--- src/rtl/surf_capture_pkg.sv ---
// surf_capture_pkg
//   Shared definitions for the SURF DOUT word capture block.
//   - capture_state_t : alignment / capture state machine encoding
//   - DEFAULT_TRAIN_PATTERN : idle byte the SURF sends between frames
//   - MAX_WORD_BYTES : largest supported assembled word, in bytes
package surf_capture_pkg;

  typedef enum logic [2:0] {
    IDLE,
    TRAIN,
    SLIPWAIT,
    LOCKED,
    CAPTURE
  } capture_state_t;

  localparam logic [7:0] DEFAULT_TRAIN_PATTERN = 8'hA6;
  localparam int         MAX_WORD_BYTES        = 8;

endpackage

--- src/rtl/surf_capture_errcnt.sv ---
// surf_capture_errcnt
//   Saturating up-counter with a synchronous clear that overrides increment.
//   Ports:
//     clk    in  1      : clock
//     rst_n  in  1      : asynchronous active-low reset
//     inc    in  1      : count one event this cycle
//     clr    in  1      : clear to zero (wins over inc)
//     count  out WIDTH  : current count, sticks at all-ones
module surf_capture_errcnt #(
  parameter int WIDTH = 16
) (
  input  logic             clk,
  input  logic             rst_n,
  input  logic             inc,
  input  logic             clr,
  output logic [WIDTH-1:0] count
);

  always_ff @(posedge clk or negedge rst_n) begin
    if (!rst_n) begin
      count <= '0;
    end else if (clr) begin
      count <= '0;
    end else if (inc && (count != '1)) begin
      count <= count + 1'b1;
    end
  end

endmodule

--- src/rtl/surf_word_capture.sv ---
// surf_word_capture
//   Byte-alignment trainer and word assembler for the SURF DOUT path, placed
//   after the DOUT ISERDES on sysclk_i. Trains against TRAIN_PATTERN by
//   requesting bitslips, then assembles sync-aligned WORD_BYTES-byte words on
//   request while checking idle bytes for bit errors.
//
//   Build option: define SURF_CAPTURE_ERRCNT_EN to build the saturating error
//   counter (err_count_o / err_clear_i). Without it err_count_o is 0 and
//   err_clear_i is ignored.
//
//   Ports:
//     sysclk_i     in  1              : clock
//     rst_n_i      in  1              : asynchronous active-low reset
//     sync_i       in  1              : frame boundary strobe (aligned with dout_i)
//     enable_i     in  1              : block enable, low forces IDLE
//     capture_i    in  1              : word capture request (level, aligned with dout_i)
//     dout_i       in  8              : byte from ISERDES
//     bitslip_o    out 1              : one-cycle bitslip request
//     locked_o     out 1              : alignment achieved
//     data_o       out 8*WORD_BYTES   : assembled word, byte 0 in MSBs
//     valid_o      out 1              : one-cycle word strobe
//     biterr_o     out 1              : one-cycle idle mismatch strobe
//     err_clear_i  in  1              : clear error counter
//     err_count_o  out ERR_CNT_WIDTH  : saturating error count
module surf_word_capture
  import surf_capture_pkg::*;
#(
  parameter int         WORD_BYTES    = 4,
  parameter logic [7:0] TRAIN_PATTERN = DEFAULT_TRAIN_PATTERN,
  parameter int         LOCK_COUNT    = 16,
  parameter int         LOSS_COUNT    = 4,
  parameter int         SLIP_WAIT     = 8,
  parameter int         ERR_CNT_WIDTH = 16
) (
  input  logic                     sysclk_i,
  input  logic                     rst_n_i,
  input  logic                     sync_i,
  input  logic                     enable_i,
  input  logic                     capture_i,
  input  logic [7:0]               dout_i,
  output logic                     bitslip_o,
  output logic                     locked_o,
  output logic [8*WORD_BYTES-1:0]  data_o,
  output logic                     valid_o,
  output logic                     biterr_o,
  input  logic                     err_clear_i,
  output logic [ERR_CNT_WIDTH-1:0] err_count_o
);

  localparam int         DW        = 8 * WORD_BYTES;
  localparam logic [7:0] LOCK_LAST = 8'(LOCK_COUNT - 1);
  localparam logic [3:0] LOSS_LAST = 4'(LOSS_COUNT - 1);
  localparam logic [4:0] SLIP_LAST = 5'(SLIP_WAIT - 1);
  localparam logic [2:0] WORD_LAST = 3'(WORD_BYTES - 1);

  capture_state_t state_q, state_d;

  logic [7:0]    din_q;
  logic          sync_q;
  logic          cap_q;
  logic [7:0]    match_cnt_q, match_cnt_d;
  logic [3:0]    loss_cnt_q, loss_cnt_d;
  logic [4:0]    slip_cnt_q, slip_cnt_d;
  logic [2:0]    byte_cnt_q, byte_cnt_d;
  logic          armed_q, armed_d;
  logic [DW-1:0] shift_q, shift_d;
  logic [DW-1:0] word_asm;
  logic          take_byte;
  logic          word_load;
  logic          bitslip_d;
  logic          biterr_d;
  logic          valid_d;

  // Next-state logic. dout_i, sync_i and capture_i are registered together
  // so a byte and its sync/capture qualifiers are always judged as a unit.
  // take_byte marks a cycle whose registered byte belongs to a word, either
  // the sync-aligned byte 0 seen in LOCKED or any byte during CAPTURE.
  always_comb begin
    state_d     = state_q;
    match_cnt_d = match_cnt_q;
    loss_cnt_d  = loss_cnt_q;
    slip_cnt_d  = slip_cnt_q;
    byte_cnt_d  = byte_cnt_q;
    armed_d     = armed_q;
    shift_d     = shift_q;
    bitslip_d   = 1'b0;
    biterr_d    = 1'b0;
    valid_d     = 1'b0;
    word_load   = 1'b0;
    take_byte   = 1'b0;
    word_asm    = (shift_q << 8) | DW'(din_q);

    case (state_q)
      IDLE: begin
        match_cnt_d = '0;
        loss_cnt_d  = '0;
        slip_cnt_d  = '0;
        byte_cnt_d  = '0;
        armed_d     = 1'b0;
        if (enable_i) state_d = TRAIN;
      end

      TRAIN: begin
        if (din_q == TRAIN_PATTERN) begin
          if (match_cnt_q == LOCK_LAST) begin
            match_cnt_d = '0;
            loss_cnt_d  = '0;
            armed_d     = 1'b0;
            state_d     = LOCKED;
          end else begin
            match_cnt_d = match_cnt_q + 8'd1;
          end
        end else begin
          bitslip_d   = 1'b1;
          match_cnt_d = '0;
          slip_cnt_d  = '0;
          state_d     = SLIPWAIT;
        end
      end

      // The PHY needs time to settle after a slip, so bytes seen here are
      // never compared.
      SLIPWAIT: begin
        if (slip_cnt_q == SLIP_LAST) begin
          slip_cnt_d = '0;
          state_d    = TRAIN;
        end else begin
          slip_cnt_d = slip_cnt_q + 5'd1;
        end
      end

      // Arming is sticky until the word starts; a capture request in the
      // same cycle as sync starts immediately on that byte.
      LOCKED: begin
        if ((armed_q || cap_q) && sync_q) begin
          take_byte = 1'b1;
        end else begin
          if (cap_q) armed_d = 1'b1;
          if (din_q != TRAIN_PATTERN) begin
            biterr_d = 1'b1;
            if (loss_cnt_q == LOSS_LAST) begin
              loss_cnt_d  = '0;
              match_cnt_d = '0;
              armed_d     = 1'b0;
              state_d     = TRAIN;
            end else begin
              loss_cnt_d = loss_cnt_q + 4'd1;
            end
          end else begin
            loss_cnt_d = '0;
          end
        end
      end

      CAPTURE: begin
        take_byte = 1'b1;
      end

      default: begin
        state_d = IDLE;
      end
    endcase

    // A word byte is either shifted in or, if it is the last one, completes
    // the word. Holding capture_i at completion chains straight into the
    // next word without waiting for sync.
    if (take_byte) begin
      armed_d    = 1'b0;
      loss_cnt_d = '0;
      if (byte_cnt_q == WORD_LAST) begin
        valid_d    = 1'b1;
        word_load  = 1'b1;
        byte_cnt_d = '0;
        state_d    = cap_q ? CAPTURE : LOCKED;
      end else begin
        shift_d    = word_asm;
        byte_cnt_d = byte_cnt_q + 3'd1;
        state_d    = CAPTURE;
      end
    end

    // Disable overrides everything, dropping any partial word silently.
    if (!enable_i) begin
      state_d     = IDLE;
      match_cnt_d = '0;
      loss_cnt_d  = '0;
      slip_cnt_d  = '0;
      byte_cnt_d  = '0;
      armed_d     = 1'b0;
      bitslip_d   = 1'b0;
      biterr_d    = 1'b0;
      valid_d     = 1'b0;
      word_load   = 1'b0;
    end
  end

  // State, input pipeline and registered outputs. locked_o is taken from
  // the next state so it moves on the same edge as the state register.
  always_ff @(posedge sysclk_i or negedge rst_n_i) begin
    if (!rst_n_i) begin
      state_q     <= IDLE;
      din_q       <= '0;
      sync_q      <= 1'b0;
      cap_q       <= 1'b0;
      match_cnt_q <= '0;
      loss_cnt_q  <= '0;
      slip_cnt_q  <= '0;
      byte_cnt_q  <= '0;
      armed_q     <= 1'b0;
      shift_q     <= '0;
      bitslip_o   <= 1'b0;
      biterr_o    <= 1'b0;
      valid_o     <= 1'b0;
      locked_o    <= 1'b0;
      data_o      <= '0;
    end else begin
      state_q     <= state_d;
      din_q       <= dout_i;
      sync_q      <= sync_i;
      cap_q       <= capture_i;
      match_cnt_q <= match_cnt_d;
      loss_cnt_q  <= loss_cnt_d;
      slip_cnt_q  <= slip_cnt_d;
      byte_cnt_q  <= byte_cnt_d;
      armed_q     <= armed_d;
      shift_q     <= shift_d;
      bitslip_o   <= bitslip_d;
      biterr_o    <= biterr_d;
      valid_o     <= valid_d;
      locked_o    <= (state_d == LOCKED) || (state_d == CAPTURE);
      if (word_load) data_o <= word_asm;
    end
  end

`ifdef SURF_CAPTURE_ERRCNT_EN
  // Driven from the same combinational strobe as biterr_o so the count
  // moves on the same edge the strobe rises.
  surf_capture_errcnt #(
    .WIDTH (ERR_CNT_WIDTH)
  ) u_errcnt (
    .clk   (sysclk_i),
    .rst_n (rst_n_i),
    .inc   (biterr_d),
    .clr   (err_clear_i),
    .count (err_count_o)
  );
`else
  logic unused_err_clear;
  assign unused_err_clear = err_clear_i;
  assign err_count_o      = '0;
`endif

endmodule
--- config.mk ---
export PLATFORM = sky130hd
export DESIGN_NAME = surf_word_capture
export DESIGN_NICKNAME = d
export VERILOG_FILES = /design/src/rtl/surf_capture_pkg.sv /design/src/rtl/surf_capture_errcnt.sv /design/src/rtl/surf_word_capture.sv
export SDC_FILE = /design/constraint.sdc
export NUM_CORES = 1
export LEC_CHECK = 0
export CAP_MARGIN = 20
export CELL_PAD_IN_SITES_DETAIL_PLACEMENT = 0
export CELL_PAD_IN_SITES_GLOBAL_PLACEMENT = 1
export CORE_ASPECT_RATIO = 0.7
export CORE_MARGIN = 1.5
export CORE_UTILIZATION = 39
export CTS_BUF_LIST = sky130_fd_sc_hd__clkbuf_16
export DETAILED_ROUTE_END_ITERATION = 8
export PLACE_DENSITY_LB_ADDON = 0.1
export SETUP_SLACK_MARGIN = 0.5
export SYNTH_ARGS = -nofsm -noshare
export SYNTH_HDL_FRONTEND = slang
export SYNTH_SLANG_ARGS = --single-unit
--- constraint.sdc ---
create_clock -name sysclk_i -period 2.26 [get_ports sysclk_i]
set_clock_uncertainty 0.15 [all_clocks]
set_input_delay 0.678 -clock sysclk_i [delete_from_list [all_inputs] [get_ports sysclk_i]]
set_output_delay 0.678 -clock sysclk_i [all_outputs]
set_load 0.02 [all_outputs]
==> results of run 1 <==
## per-stage QoR
stage | setup TNS [ps] | hold slack (ps) | cells
after detailed placement | -15850 | 333 | 500
final | 0 | 95.3 | 534
after global routing | 0 | 107 | 534
after floorplan | 0 | 232 | 319
after CTS | 0 | 103 | 525
after global placement | -16010 | 316 | 500
## repair_timing
item,CTS,global route
setup endpoints to repair,117,82
setup buffers,8,9
cloned,1,0
pin swaps,10,12
gates resized for setup,160,25
## path summary, 6_finish.rpt
path                               startpoint        endpoint  slack, ps  cells after the start
worst max register to register     state_q[0]       data_o[6]        170                      5
worst min-delay path                  rst_n_i      data_o[25]        100                      1
min in group sysclk_i           byte_cnt_q[0]   byte_cnt_q[0]        340                      1
worst max-delay path               state_q[0]       data_o[6]        170                      5
worst min register to register  byte_cnt_q[0]   byte_cnt_q[0]        340                      1
max in group asynchronous             rst_n_i  match_cnt_q[5]       1330                      2
## layout make-up
type | instances | area (µm²)
clock buffers | 9 | 225
repair buffers | 94 | 756
flip-flops and latches | 94 | 2350
well taps | 132 | 165
clock inverters | 7 | 56.3
inverters | 5 | 21.3
fillers | 909 | 4950
multi-input cells | 193 | 1830
## per-layer routing
metal | share of wire, % | GRT usage, % | up-vias
li1 | - | - | 1278
met1 | 51 | 22.6 | 1370
met2 | 44 | 24.2 | 58
met3 | 4.2 | 4.31 | 9
met4 | 1.3 | 6.27 | 0
met5 | 0 | 0 | -
## flip-flops by register name, indices dropped and copies added (netlist names)
register     flops
data_o          32
shift_q         24
din_q            8
match_cnt_q      8
slip_cnt_q       5
loss_cnt_q       4
byte_cnt_q       3
state_q          3
armed_q          1
biterr_o         1
bitslip_o        1
cap_q            1
locked_o         1
sync_q           1
valid_o          1
## critical path: stages, from the launching register on
cell and delay (ps):
dfrtp_1 370, or3b_4 400, o21a_1 130, or3_4 420, buf_12 190, mux2_4 300
## cells by family after synthesis
| family | Yosys count | synth area share, % |
|---|---|---|
| flops | 94 | 56.4 |
| simple gates | 69 | 10.4 |
| other cells | 1 | 0.0899 |
| buf+inv | 32 | 5.13 |
| xor+xnor | 1 | 0.210 |
| compound gates | 45 | 8.34 |
| mux | 58 | 18.2 |
| fa+ha+maj | 4 | 1.20 |
## cell usage in the layout, fill, tap and decap left out, types with 4 or more instances in the layout
cell type	n
inv_1	4
o21ai_1	4
mux2_4	29
dfrtp_1	93
o21a_1	4
buf_4	36
buf_12	4
conb_1	16
clkdlybuf4s50_1	10
nor2_1	9
nand3_1	10
buf_6	10
nor2b_1	5
a22o_1	4
buf_2	33
mux2_2	27
clkbuf_16	9
nand2_1	6
## report_power, final
group          total (mW)  internal (mW)  switching, mW
Sequential           2.03           1.89          0.142
Combinational       0.614          0.322          0.291
Clock                1.44          0.759          0.684
==> flow_metrics.tcl, run 1 <==
set metrics [dict create \
    status "finished, final reports clean" \
    cts_hold_buf 0 \
    clk_latency_ps 350 \
    gp_congestion 0.803 \
    cp.required_ps 2340 \
    hold_violations 0 \
    report.final.slew_viol_count 0 \
    cts_max_level 3 \
    finalCriticalPeriod_ps 2090 \
    start_util_pct 40.3 \
    final.period_utilization_pct 92.3 \
    hp-class "input pin to async pin" \
    place_ws_ps -381 \
    grt_max_degree 32 \
    powerDensity_mw_per_mm2 756 \
    setup_slack_ps 174 \
    num_rows 31 \
    clkSlewWorstSetupHoldPaths_ps 70 \
    cts_root_buf "clkbuf_16" \
    detail_route.wl_per_cell_um 15.7 \
    finalNetCount 415 \
    yosysMostFrequentCell "dfrtp_1" \
    drt_iter0_drc 90 \
    dpl.hpwl_mm 5.51 \
    crit_arrival_ps 2170 \
    final_area_mm2 0.00541 \
    fmax_ghz 0.479 \
    critPathLaunchType "flip-flop" \
    vias 2715 \
    p_total_mw 4.09 \
    maxCapViolations 0 \
    ant_nets 0 \
    grt_pass1_vias 2629 \
    synth_commonest_cells "94 x dfrtp_1, 29 x mux2_4, 27 x mux2_2, 16 x buf_4" \
    yosys.area.top_type_share_pct 56.4 \
    io_pins 66 \
    seq_area_frac_synth_pct 56.4 \
    synth_edf_count 0 \
    die_x_um 127 \
    avgSynthCellArea_um2 13.7 \
    grt_usage_pct 16.2 \
    ys_seq_elements 94 \
    synth_cells 304 \
    routed_via_density 5.08 \
    area_growth_pct 29.7 \
    synthArstFlopShare_pct 100 \
    criticalPathCategory "flip-flop to flip-flop" \
    p_leak_nw 2.77 \
    vdd_drop_max_mv 0.412 \
    rsz0062_at_grt "true" \
    cts_tree "yes" \
    synth.distinct_cells 58 \
    grt_overflow 0 \
    cts_buffer_depth 2 \
    drive_gt1_share_pct 46.8 \
    cp_max_fo 17 \
    dieArea_mm2 0.0113 \
    antenna_cells 0 \
    synth_ff_type "dfrtp_1" \
    netlist_top_cells_area "dfrtp_1 56%, mux2_4 10%, mux2_2 7.3%, buf_4 2.9%, ha_1 1.2%" \
    yosysWarnings 0 \
    clkSinkCount 94 \
    antenna_found_initial 0 \
    place_area_mm2 0.00504 \
    yosys.area.top_type "dfrtp_1" \
    numPortBuffers 48 \
    cts_made_buffers 9 \
    post-route-drc-count 0 \
    syn_area_mm2 0.00417 \
    critPathCaptureType "flip-flop" \
    die_h_um 89.5 \
    fin_util_pct 52.2 \
    core_region_area_mm2 0.0104 \
    grt_pass1_wl_mm 13.9 \
    finalSetupViolations 0 \
    drt_first_pass_iters 4 \
    totalWireLength_mm 8.36 \
]
Note: power is estimated with default switching activity, not from simulation.
==> run 2, diff against run 1 <==
--- a/config.mk
+++ b/config.mk
@@ -18,3 +18,4 @@
 export SYNTH_ARGS = -nofsm -noshare
 export SYNTH_HDL_FRONTEND = slang
 export SYNTH_SLANG_ARGS = --single-unit
+export TNS_END_PERCENT = 1
==> flow_metrics.tcl, run 2 (synthesis results as in run 1) <==
set metrics [dict create \
    p_seq_share_pct 51.0 \
    num_rows 31 \
    antenna_found_initial 0 \
    drive_gt1_share_pct 31.4 \
    layout_commonest_cell "dfrtp_1" \
    report.final.slew_viol_count 0 \
    p_clk_share_pct 34.2 \
    dpl.hpwl_mm 5.62 \
    grt_usage_pct 16.1 \
    dpl.cell_count 509 \
    fin_cells 527 \
    numPortBuffers 48 \
    grt_overflow 0 \
    cts_buffer_depth 2 \
    grt_pass1_wl_mm 13.8 \
    clkSlewWorstSetupHoldPaths_ps 60 \
    area_growth_pct 27.4 \
    cp_max_fo 17 \
    vdd_drop_max_mv 0.472 \
    maxCapViolations 0 \
    cts_max_level 3 \
    hold_violations 0 \
    cp.required_ps 2330 \
    rsz0062_at_grt "true" \
    status "finished, final reports clean" \
    crit_arrival_ps 2200 \
    grt_pass1_vias 2639 \
    cts_hold_buf 0 \
    ant_nets 0 \
    drt_iter0_drc 115 \
    cts_tree "yes" \
    p_int_mw 2.93 \
    finalCriticalPeriod_ps 2130 \
    fin_util_pct 51.3 \
    dieArea_mm2 0.0113 \
    critPathCaptureType "flip-flop" \
    cts_root_buf "clkbuf_16" \
    finalNetCount 408 \
    fmax_ghz 0.470 \
    antenna_cells 0 \
    p_leak_nw 2.77 \
    die_h_um 89.5 \
    switching_share_pct 26.3 \
    gp_congestion 0.823 \
    finalSetupViolations 0 \
    clkSinkCount 94 \
    top_regs "data_o x32, shift_q x24" \
    clk_latency_ps 340 \
    grt_max_degree 48 \
    nFillCells 931 \
    regMostFlops "data_o" \
    post-route-drc-count 0 \
    pwr-share-comb_pct 14.8 \
    die_x_um 127 \
    most-common-layout-cells "94 x dfrtp_1, 36 x buf_4, 29 x mux2_4" \
    vias 2627 \
    final.period_utilization_pct 94.1 \
    routed_via_density 4.98 \
    critPathLaunchType "flip-flop" \
    cts_made_buffers 9 \
    io_pins 66 \
    detail_route.wl_per_cell_um 16.0 \
    criticalPathCategory "flip-flop to flip-flop" \
    p_total_mw 3.98 \
    core_region_area_mm2 0.0104 \
    drt_first_pass_iters 4 \
    start_util_pct 40.3 \
    p_sw_mw 1.04 \
    hp-class "input pin to async pin" \
    powerDensity_mw_per_mm2 749 \
    totalWireLength_mm 8.45 \
    largest_reg_flops 32 \
]
-- run 2: per-layer routing --
layer  share of wire, %  global-route usage, %  vias to the layer above
met4               0.93                   3.87                        0
li1                   -                      -                     1259
met5                  0                      0                        -
met2                 41                   23.5                       65
met3                5.4                   5.03                        7
met1                 53                   23.5                     1296
-- run 2: per-stage QoR --
step / hold WS (ps) / cell area [µm²] / setup TNS [ps] / setup WS [ps]
finish: 135 / 5310 / 0 / 132
global route: 156 / 5310 / 0 / 94.4
CTS: 133 / 5270 / 0 / 126
detailed placement: 331 / 4990 / -15600 / -381
global placement: 315 / 4990 / -15340 / -367
floorplan: 232 / 4230 / 0 / 125
-- run 2: final timing paths --
check	slack [ps]	startpoint	cells after the start	to
worst max-delay path	130	state_q[0]	5	data_o[26]
worst min-delay path	140	rst_n_i	1	data_o[25]
worst max register to register	130	state_q[0]	5	data_o[26]
worst min register to register	330	byte_cnt_q[0]	1	byte_cnt_q[0]
max in group asynchronous	1220	rst_n_i	2	loss_cnt_q[0]
min in group sysclk_i	330	byte_cnt_q[0]	1	byte_cnt_q[0]
-- run 2: final cells by class --
class	count	area [µm²]	share of cell area, %
flip-flops and latches	94	2350	44.3
multi-input cells	193	1710	32.1
repair buffers	87	805	15.1
clock buffers	9	225	4.24
well taps	132	165	3.11
clock inverters	7	41.3	0.777
inverters	5	18.8	0.353
-- run 2: power groups by stage --
stage               combinational (mW)  clock (mW)  sequential (mW)
CTS                              0.581        1.43             2.03
finish                           0.587        1.36             2.03
detailed placement               0.578           0             2.06
global placement                 0.569           0             2.06
floorplan                        0.373           0             2.03
global route                     0.647        1.49             2.06
-- run 2: repair_timing --
item / 4_1_cts / 5_1_grt
setup endpoints to repair: 117 / 117
resized for setup: 28 / 8
setup buffers: 0 / 1
cloned: 1 / 0
pin swaps: 1 / 1
-- run 2: critical path, cell delays in order (launching register included) --
cell and delay [ps]:
dfrtp_1 390, or3b_4 400, o21a_1 140, or3_4 420
buf_12 180, mux2_4 310
==> run 3, diff against run 2 <==
--- a/config.mk
+++ b/config.mk
@@ -13,8 +13,10 @@
 export CORE_UTILIZATION = 39
 export CTS_BUF_LIST = sky130_fd_sc_hd__clkbuf_16
 export DETAILED_ROUTE_END_ITERATION = 8
+export GPL_TIMING_DRIVEN = 0
+export HOLD_SLACK_MARGIN = 0.12
 export PLACE_DENSITY_LB_ADDON = 0.1
-export SETUP_SLACK_MARGIN = 0.5
+export SETUP_SLACK_MARGIN = 0.05
 export SYNTH_ARGS = -nofsm -noshare
 export SYNTH_HDL_FRONTEND = slang
 export SYNTH_SLANG_ARGS = --single-unit
==> flow_metrics.tcl, run 3 (synthesis results as in run 1) <==
set metrics [dict create \
    status "finished, final reports clean" \
    crit_slowest_cell "dfrtp_1" \
    cts_root_buf "clkbuf_16" \
    drt_iter0_drc 96 \
    drt_first_pass_iters 4 \
    clk_latency_ps 340 \
    relSlewSlack_pct 64.2 \
    vdd_drop_max_mv 0.385 \
    cts_max_level 3 \
    multi_input_area_mm2 0.00172 \
    grt_usage_pct 15.9 \
    wl_met1_mm 4.48 \
    slowest_delay_ps 430 \
    most-common-layout-cells "92 x dfrtp_1, 46 x clkdlybuf4s50_1, 29 x mux2_4" \
    post-route-drc-count 0 \
    largest_reg_flops 32 \
    area_growth_pct 28.2 \
    drive_gt1_share_pct 31.7 \
    fmax_ghz 0.454 \
    r2r-end "data_o[16]" \
    crit-reg2reg-launch "state_q[0]" \
    maxCapViolations 0 \
    finalSetupViolations 0 \
    start_util_pct 40.3 \
    core_region_area_mm2 0.0104 \
    clkSinkCount 94 \
    cts_tree "yes" \
    p_leak_nw 2.61 \
    clkSlewWorstSetupHoldPaths_ps 70 \
    powerDensity_mw_per_mm2 754 \
    rr_worst_depth 6 \
    cts_buffer_depth 2 \
    seq_area_mm2 0.00235 \
    cp.required_ps 2340 \
    die_x_um 127 \
    finalCriticalPeriod_ps 2210 \
    antenna_cells 0 \
    p_clk_share_pct 35.6 \
    layout_commonest_cell "dfrtp_1" \
    wl_met3_um 407 \
    path_cells "or3b_4 -> o21a_1 -> or3_4 -> buf_8 -> clkbuf_16 -> mux2_4" \
    crit_arrival_ps 2290 \
    die_h_um 89.5 \
    tightest_slew_ps 535 \
    pwr-share-comb_pct 13.8 \
    p_sw_mw 1.09 \
    detail_route.wl_per_cell_um 15.8 \
    hp-class "input pin to async pin" \
    regMostFlops "data_o" \
    critPathCaptureType "flip-flop" \
    cts_made_buffers 9 \
    regToRegSetupSlack_ps 50 \
    place_area_mm2 0.00489 \
    grt_overflow 0 \
    top_regs "data_o x32, shift_q x24" \
    grt_pass1_wl_mm 13.7 \
    num_rows 31 \
    numPortBuffers 47 \
    hold_violations 0 \
    grt_max_degree 60 \
    nFillCells 911 \
    criticalPathCategory "flip-flop to flip-flop" \
    p_int_mw 2.94 \
    antenna_found_initial 0 \
    routed_via_density 5.02 \
    vias 2625 \
    grt_pass1_vias 2599 \
    p_seq_share_pct 50.6 \
    switching_share_pct 27.1 \
    rsz0062_at_grt "true" \
    ant_nets 0 \
    gp_congestion 0.801 \
    setup-tns-final_ps 0 \
    dpl.hpwl_mm 5.57 \
    finalNetCount 404 \
    totalWireLength_mm 8.29 \
    report.final.slew_viol_count 0 \
    critPathLaunchType "flip-flop" \
    met2_length_mm 3.30 \
    topRoutingLayerUsed "met4" \
    final.period_utilization_pct 97.6 \
    dieArea_mm2 0.0113 \
    cp_max_fo 6 \
    io_pins 66 \
    final_area_mm2 0.00535 \
    whs_ps 150 \
    crit_path_start "state_q[0]" \
]
==> run 3: changes by cell type in the layout (fill, tap and decap cells not counted), moves of 3 or more <==
cell and delta:
clkdlybuf4s50_1 +24, dlygate4sd2_1 -23, buf_4 -12, clkbuf_1 +4, clkinv_1 -3
==> run 3: worst max path at each step <==
stage,to,slack [ps],cells past startpoint
final,data_o[16],50,6
after global routing,data_o[15],10,6
after CTS,match_cnt_q[3],3,5
after detailed placement,match_cnt_q[3],-240,5
after global placement,match_cnt_q[2],-3150,1
after floorplan,data_o[0],110,6
==> run 3: worst max-delay path, delay by kind of cell, from the launching register on <==
| kind | cells | cell delay (ps) |
|---|---|---|
| compound gates | 1 | 140 |
| mux | 1 | 290 |
| flops | 1 | 430 |
| simple gates | 2 | 770 |
| buf+inv | 2 | 310 |
==> run 3: power groups by stage <==
stage	combinational [mW]	sequential (mW)	clock [mW]
detailed placement	0.521	2.09	0
CTS	0.543	2.05	1.49
global placement	0.507	2.08	0
global route	0.614	2.08	1.55
finish	0.555	2.04	1.44
floorplan	0.373	2.03	0
==> run 3: metrics by stage <==
stage | std cells | setup WS, ps | utilization, % | total power [mW]
2_1_floorplan | 319 | 110 | - | 2.41
3_3_place_gp | 498 | -3150 | 46.9 | 2.58
3_5_place_dp | 499 | -241 | 47.2 | 2.61
4_1_cts | 516 | 2.76 | 50.2 | 4.08
5_1_grt | 523 | 11.1 | 51.6 | 4.25
6_report | 523 | 55.0 | 51.6 | 4.03
==> run 3: final cells by class <==
| cell class | instances | share of cell area, % |
|---|---|---|
| Buffer | 27 | 4.31 |
| Clock buffer | 9 | 4.21 |
| Clock inverter | 7 | 1.08 |
| Inverter | 5 | 0.351 |
| Multi-Input combinational cell | 193 | 32.2 |
| Sequential cell | 94 | 44.0 |
| Tap cell | 132 | 3.09 |
| Timing Repair Buffer | 56 | 10.7 |
==> run 3: layer usage <==
metal | vias to the layer above | track usage, %
li1 | 1252 | -
met1 | 1305 | 23.3
met2 | 58 | 22.2
met3 | 10 | 4.79
met4 | 0 | 5.43
met5 | - | 0
==> run 3: timing repair <==
action | in CTS | in global routing
hold buffers | 0 | 0
gates resized for setup | 6 | 18
pin swaps | 0 | 3
hold endpoints to repair | 0 | 0
cloned | 0 | 1
setup buffers | 1 | 6
endpoints found under the setup margin | 61 | 61
